File: config.mk
export PLATFORM = sky130hd
export DESIGN_NAME = wptr_ctrl
export DESIGN_NICKNAME = d
export VERILOG_FILES = /design/src/rtl/wptr_ctrl.sv
export SDC_FILE = /design/constraint.sdc
export NUM_CORES = 1
export LEC_CHECK = 0
export CORE_MARGIN = 5
export CORE_UTILIZATION = 25
export CTS_CLUSTER_DIAMETER = 200
export CTS_CLUSTER_SIZE = 24
export DETAILED_ROUTE_END_ITERATION = 10
export GPL_ROUTABILITY_DRIVEN = 0
export GPL_TIMING_DRIVEN = 0
export MAX_ROUTING_LAYER = met4
export PLACE_DENSITY_LB_ADDON = 0.3
export SLEW_MARGIN = 0
export SYNTH_ARGS = -nofsm -noshare
export SYNTH_HDL_FRONTEND = slang
export SYNTH_SLANG_ARGS = --single-unit
File: constraint.sdc
create_clock -name wr_clk -period 11.4 [get_ports wr_clk]
set_clock_uncertainty 0.05 [all_clocks]
set_input_delay 2.28 -clock wr_clk [delete_from_list [all_inputs] [get_ports wr_clk]]
set_output_delay 2.28 -clock wr_clk [all_outputs]
set_load 0.005 [all_outputs]
File: src/rtl/wptr_ctrl.sv
// Write-side pointer controller for a synchronous FIFO of arbitrary depth.
// Produces wrap-bit write pointer, occupancy, full/almost-full, write ack and sticky overflow.
module wptr_ctrl #(
  parameter int DEPTH      = 90,
  parameter int ADDRSIZE   = 8,
  parameter int AF_DEFAULT = DEPTH - 4
) (
  input  logic                  wr_clk,
  input  logic                  wr_rst,
  input  logic                  wr_en,
  input  logic [ADDRSIZE-1:0]   rptr,
  input  logic                  waf_load,
  input  logic [ADDRSIZE-1:0]   waf_thresh,
  output logic [ADDRSIZE-1:0]   wptr,
  output logic [ADDRSIZE-2:0]   waddr,
  output logic                  wmem_we,
  output logic                  wfull,
  output logic                  walmost_full,
  output logic [ADDRSIZE-1:0]   wlevel,
  output logic                  wack,
  output logic                  woverflow
);

  localparam int IW = ADDRSIZE - 1;
  localparam logic [IW-1:0]       LAST_IDX = IW'(DEPTH - 1);
  localparam logic [ADDRSIZE-1:0] DEPTH_W  = ADDRSIZE'(DEPTH);
  localparam logic [ADDRSIZE-1:0] AF_INIT  = ADDRSIZE'(AF_DEFAULT);

  logic [ADDRSIZE-1:0] wptr_q, wptr_d;
  logic [ADDRSIZE-1:0] thresh_q, thresh_d;
  logic                wack_q, wack_d;
  logic                wovf_q, wovf_d;

  logic [IW-1:0]       widx_s, ridx_s;
  logic                wwrap_s, rwrap_s;
  logic                full_s, accept_s;
  logic [ADDRSIZE-1:0] level_s;

  assign widx_s  = wptr_q[IW-1:0];
  assign ridx_s  = rptr[IW-1:0];
  assign wwrap_s = wptr_q[ADDRSIZE-1];
  assign rwrap_s = rptr[ADDRSIZE-1];

  // Status decode and next-state computation.
  always_comb begin
    wptr_d   = wptr_q;
    thresh_d = thresh_q;
    full_s   = (wwrap_s != rwrap_s) && (widx_s == ridx_s);
    accept_s = wr_en & ~full_s;
    if (wwrap_s == rwrap_s) begin
      level_s = {1'b0, widx_s} - {1'b0, ridx_s};
    end else begin
      level_s = DEPTH_W - {1'b0, ridx_s} + {1'b0, widx_s};
    end
    // Any index at or beyond the last slot wraps, which also recovers from corrupt pointers.
    if (accept_s) begin
      if (widx_s >= LAST_IDX) begin
        wptr_d = {~wwrap_s, {IW{1'b0}}};
      end else begin
        wptr_d = {wwrap_s, widx_s + IW'(1)};
      end
    end else begin
      wptr_d = wptr_q;
    end
    if (waf_load) begin
      thresh_d = waf_thresh;
    end else begin
      thresh_d = thresh_q;
    end
    wack_d = accept_s;
    wovf_d = wovf_q | (wr_en & full_s);
  end

  // State registers with synchronous reset.
  always_ff @(posedge wr_clk) begin
    if (wr_rst) begin
      wptr_q   <= {ADDRSIZE{1'b0}};
      thresh_q <= AF_INIT;
      wack_q   <= 1'b0;
      wovf_q   <= 1'b0;
    end else begin
      wptr_q   <= wptr_d;
      thresh_q <= thresh_d;
      wack_q   <= wack_d;
      wovf_q   <= wovf_d;
    end
  end

  assign wptr         = wptr_q;
  assign waddr        = widx_s;
  assign wmem_we      = accept_s;
  assign wfull        = full_s;
  assign wlevel       = level_s;
  assign walmost_full = (level_s >= thresh_q);
  assign wack         = wack_q;
  assign woverflow    = wovf_q;

endmodule

# [After elaboration in Yosys (flattened, before gate mapping)]
# Cells that the tools add are included.
# W data, S select, Z words.
[classes] multipliers=0 eq_ne=3 bitwise_logic=5 shift=0 n_lt_le_gt_ge=2 n_reduce_logical=2 n_div=0 n_addsub=4 mux=2
[ops] operator="$add A8 B7 Y8" count=1
[ops] operator="$ge A8 B8 Y1" count=1
[ops] operator="$mux W8" count=1
[ops] operator="$sub A7 B7 Y8" count=1
[ops] operator="$sub A7 B7 Y8 const A" count=1
[ops] operator="$add A7 B1 Y7 const B" count=1
[ops] operator="$eq A7 B7 Y1" count=1
[ops] operator="$ge A7 B7 Y1 const B" count=1
[ops] operator="$mux W7" count=1
[ops] operator="$and A1 B1 Y1" count=2
[ops] operator="$not A1 Y1" count=2
[ops] operator="$reduce_and A2 Y1" count=1
[ops] operator="$eq A1 B1 Y1" count=1
[ops] operator="$logic_and A1 B1 Y1" count=1
[ops] operator="$ne A1 B1 Y1" count=1
[ops] operator="$or A1 B1 Y1" count=1
[word_totals] mem_bits_rw=0 n_memories=0 input_bits=20 register_bits=18 rom_bits=0 latchBits=0 word_cells=23

# [Logic depth before layout (Yosys ltp)]
# Gate-level depths: netlist of run 1.
[depth] depth_word=5 ltp_mapped=14 mapped_depth_nobuf=14

# [Least setup slack after synthesis of run 1]
# Ideal clock, no wire load.
[synth_path] path_type="input -> output" from="input rptr[2]" to="output walmost_full" n_path_buf=0 arrival_time_ns=4.604 stages=13 path_slack_ns=4.466 path_cell_list="inv_1 ha_1 inv_1 fa_1 inv_1 o311ai_0 o211ai_1 xor2_1 mux2i_1 ha_1 a21o_1 a21oi_1 o21ai_0"
[synth_between] elab_chain_cells=4
[synth_rtl] item="start: declaration" line="11" rtl="input logic [ADDRSIZE-1:0] rptr,"
[synth_rtl] item="$sub A7 B7 Y8" line="53" rtl="level_s = DEPTH_W - {1'b0, ridx_s} + {1'b0, widx_s};"
[synth_rtl] item="$add A8 B7 Y8" line="53"
[synth_rtl] item="$mux W8 (*)" line="50" rtl="if (wwrap_s == rwrap_s) begin"
[synth_rtl] item="net wlevel[6]" line="19" rtl="output logic [ADDRSIZE-1:0] wlevel,"
[synth_rtl] item="$ge A8 B8 Y1 (*)" line="94" rtl="assign walmost_full = (level_s >= thresh_q);"
[synth_rtl] item="end: declaration" line="18" rtl="output logic walmost_full,"
# Mark *: on every way through the listed nets, which the timed path passes. The rest lies on a longest branch.

# [Worst setup path after layout of run 1]
[layout_path] from="input rptr[2]" to="output walmost_full"
[layout_between] elab_chain_cells=4
[layout_rtl] item="$sub A7 B7 Y8" line="53"
[layout_rtl] item="$add A8 B7 Y8" line="53"
[layout_rtl] item="$mux W8 (*)" line="50"
[layout_rtl] item="$ge A8 B8 Y1 (*)" line="94"
# Every way passes the cells marked *; elsewhere a longest branch is shown, timed or not.

==> summary.txt, run 1 <==
Drt
  – Number of DRC violations after detailed routing: 0
  – Final wirelength: 4530 microns
  – Detailed-routing iteration count for the pre-antenna-repair pass: 4
  – Routed via count divided by cell count: 4.37
  – Total vias in the final route: 1,588
  – DR iter-0 viols: 37
  – Drt wl/cell: 12.5 microns
  – Routed Antenna Nets: 0

STA
  – Setup repair after global routing missed its margin: no
  – Hold WS: 435 ps
  – Final worst path period share: 0.704
  – Setup TNS Final: 0 ps
  – Slew at the pin with the worst max-slew slack: 734 ps
  – Worst max-slew margin expressed relative to the limit: 0.509
  – Worst-case setup margin in the final layout: 3380 ps
  – Number of setup violations in the final report: 0
  – Post-route minimum period: 8020 ps
  – Number of slew-limit violations in the final report: 0
  – FMAX: 125 MHz
  – Final count of hold timing violations: 0

Yosys
  – Sequential share of the synthesized area: 0.204
  – Summed instance area of the synthesized netlist: 1770 sq um
  – Yosys warns: 0
  – Prevailing post-synth register cell: sky130_fd_sc_hd__dfxtp_1
  – Number of library cell types mapped by synthesis: 44
  – Synthesized instance count: 217
  – Mean cell area of the mapped netlist: 8.15 sq um
  – Synthesis-stage register bit count: 18
  – Syn Nets: 267
  – Fraction of registers with async set/reset: 0
  – EDFF count, synth: 0

Global route
  – Pin count of the biggest net entering global routing: 11
  – Sum of overflow across all layers after global routing: 0
  – Number of global-route vias before repair: 1,634
  – Global routing usage summed across all routing layers: 0.109
  – Number of antenna violations at the first check in global routing: 0
  – First-pass GRT wire length: 7530 microns

Flow run
  – Number of max-cap violations: 0

Clock tree
  – Source-to-sink clock delay at the later pin of the worst-skew pair: 260 ps
  – Clock tree from TritonCTS: yes
  – Buffers from clock root to sink, at most: 2
  – Total setup buffers inserted after CTS: 0
  – Clk sinks: 18
  – # H-tree levels: 1
  – Clock transition at path regs: 70 ps
  – CTS resizes: 0
  – Count of hold-fix buffers inserted at cts: 0
  – Number of buffers created by CTS: 3
  – Master cell of the clock root buffer: sky130_fd_sc_hd__clkbuf_8

Floorplan
  – Effective utilization at floorplan: 0.259
  – Row count: 30
  – Die Wd: 94.1 microns
  – Die area: 8860 sq um
  – Core Box Area: 6830 sq um
  – Boundary Pins: 48
  – Die height: 94.1 microns

Worst hold path
  – Path category of the worst min-delay check: flip-flop to flip-flop

Layout
  – FILL cells: 769
  – Fin nets: 318
  – Layout area overhead: 35.9%
  – Register cell area after layout: 360 sq um
  – Layout cell share with drive strength beyond 1: 0.0861
  – Multi-input combinational cell area: 1190 sq um
  – Antenna diode instance count: 0
  – Core utilization of the finished layout: 0.352

Power
  – Power density over the cells: 78.6 nW/um^2
  – Peak VDD IR: 0.0000306 V
  – Leakage power total: 1.04 nW

Outcome
  – Result of the run: completed

Worst setup path
  – CP Data Required Time: 9070 ps
  – Worst path arrival time: 5690 ps
  – Start-to-end type of the worst setup path: primary input to primary output
  – Nature of the critical path startpoint: primary input
  – Peak fanout along the critical path: 4
  – Capturing element type of the critical path: primary output

Placement
  – Setup WS pre-CTS: 3360 ps
  – # port buffers: 46
  – Half-perimeter wire length after detailed placement: 3850 microns
[routing by layer]
layer / vias up / track usage / part of all wire
li1: 832 / - / -
met1: 727 / 0.132 / 0.46
met2: 24 / 0.185 / 0.49
met3: 5 / 0.0216 / 0.037
met4: 0 / 0.0301 / 0.012
met5: - / - / 0
[cells by family after synthesis]
family / Yosys count / share of synthesized area
flip-flops: 18 / 0.204
XOR/XNOR: 13 / 0.0686
AND/OR/NAND/NOR: 55 / 0.149
buffers and inverters: 47 / 0.122
AO/OA/AOI/OAI: 49 / 0.204
multiplexers: 5 / 0.0283
adder cells (fa/ha/maj): 30 / 0.225
[final cells by class]
cell class | count | area share
Inverter | 35 | 0.0546
Multi-Input combinational cell | 152 | 0.496
Sequential cell | 18 | 0.150
Clock buffer | 4 | 0.0229
Tap cell | 96 | 0.0499
Buffer | 12 | 0.0349
Timing Repair Buffer | 46 | 0.191
[flip-flops by register name, summed over array words and instances (netlist names)]
signal     cells
wack           1
wptr           8
woverflow      1
thresh_q       8
[per-stage QoR]
stage | cells | area [sq um] | power (W)
5_1_grt | 363 | 2400 | 0.000202
6_report | 363 | 2400 | 0.000189
2_1_floorplan | 217 | 1770 | 0.000108
3_5_place_dp | 359 | 2350 | 0.000139
4_1_cts | 363 | 2400 | 0.000193
3_3_place_gp | 359 | 2350 | 0.000138
[placed cells by master, fill, tap and decap left out, drive strengths merged, types with 7 or more instances in the layout]
master,n
o211ai,7
ha,27
o21ai,11
buf,11
dfxtp,18
nor2,19
xnor2,8
clkdlybuf4s50,46
inv,35
a21oi,12
nand2,13
[critical path: stages]
cell and delay, ps:
sky130_fd_sc_hd__clkdlybuf4s50_1 400, sky130_fd_sc_hd__inv_1 50, sky130_fd_sc_hd__ha_1 200, sky130_fd_sc_hd__inv_1 80, sky130_fd_sc_hd__fa_1 560, sky130_fd_sc_hd__inv_1 60, sky130_fd_sc_hd__o311ai_0 380, sky130_fd_sc_hd__o211ai_1 180
sky130_fd_sc_hd__xor2_1 170, sky130_fd_sc_hd__mux2i_1 220, sky130_fd_sc_hd__ha_1 280, sky130_fd_sc_hd__a21o_1 160, sky130_fd_sc_hd__a21oi_1 120, sky130_fd_sc_hd__o21ai_0 100, sky130_fd_sc_hd__clkdlybuf4s50_1 460
[synthesized netlist by cell type (2+ instances only)]
library cell | count | share of area
sky130_fd_sc_hd__xnor2_1 | 7 | 0.035
sky130_fd_sc_hd__o211ai_1 | 7 | 0.030
sky130_fd_sc_hd__o41ai_1 | 2 | 0.0099
sky130_fd_sc_hd__fa_1 | 3 | 0.034
sky130_fd_sc_hd__ha_1 | 27 | 0.19
sky130_fd_sc_hd__and3_1 | 2 | 0.0071
sky130_fd_sc_hd__dfxtp_1 | 18 | 0.20
sky130_fd_sc_hd__a21oi_1 | 10 | 0.028
sky130_fd_sc_hd__o21ai_1 | 2 | 0.0057
sky130_fd_sc_hd__nand3_1 | 5 | 0.014
sky130_fd_sc_hd__o21ai_0 | 8 | 0.023
sky130_fd_sc_hd__a211oi_1 | 2 | 0.0085
sky130_fd_sc_hd__o31ai_1 | 4 | 0.017
sky130_fd_sc_hd__mux2i_1 | 5 | 0.028
sky130_fd_sc_hd__or3_1 | 3 | 0.011
sky130_fd_sc_hd__o311ai_0 | 2 | 0.0099
sky130_fd_sc_hd__inv_1 | 34 | 0.072
sky130_fd_sc_hd__buf_4 | 8 | 0.034
sky130_fd_sc_hd__nor3_1 | 3 | 0.0085
sky130_fd_sc_hd__nand2b_1 | 4 | 0.014
sky130_fd_sc_hd__nor2b_1 | 2 | 0.0071
sky130_fd_sc_hd__nand2_1 | 13 | 0.028
sky130_fd_sc_hd__nor2_1 | 19 | 0.040
sky130_fd_sc_hd__a31oi_1 | 2 | 0.0071
sky130_fd_sc_hd__a21oi_2 | 2 | 0.0099
sky130_fd_sc_hd__xor2_1 | 5 | 0.025
[final timing paths]
kind / slack, ps / endpoint / start / cells past startpoint
setup reg to reg: 9280 / wptr[5] / wptr[1] / 7
hold / removal: 440 / woverflow / woverflow / 2
hold reg to reg: 440 / woverflow / woverflow / 2
setup / recovery: 3380 / walmost_full / rptr[2] / 15
[report_power, final]
part	internal (W)	total, W	switching (W)
combinational	0.0000366	0.0000690	0.0000324
clock	0.0000307	0.0000526	0.0000219
sequential	0.0000654	0.0000675	0.00000203
total	0.000133	0.000189	0.0000563
No activity file was read; power rests on OpenSTA's default activity.
==> run 2, diff against run 1 <==
- clock period: 11.4 -> 7.7 ns (I/O delays scaled with it)
==> results of run 2 <==
The final DEF is identical to that of run 1. Status: completed.
Among the figures that moved: setup slack after placement 3360 ps -> 1140 ps; setup slack after layout 3380 ps -> 1160 ps; register-to-register setup slack 9280 ps -> 5580 ps; total power 0.000189 W -> 0.000280 W; worst IR drop on VDD 0.0000306 V -> 0.0000454 V
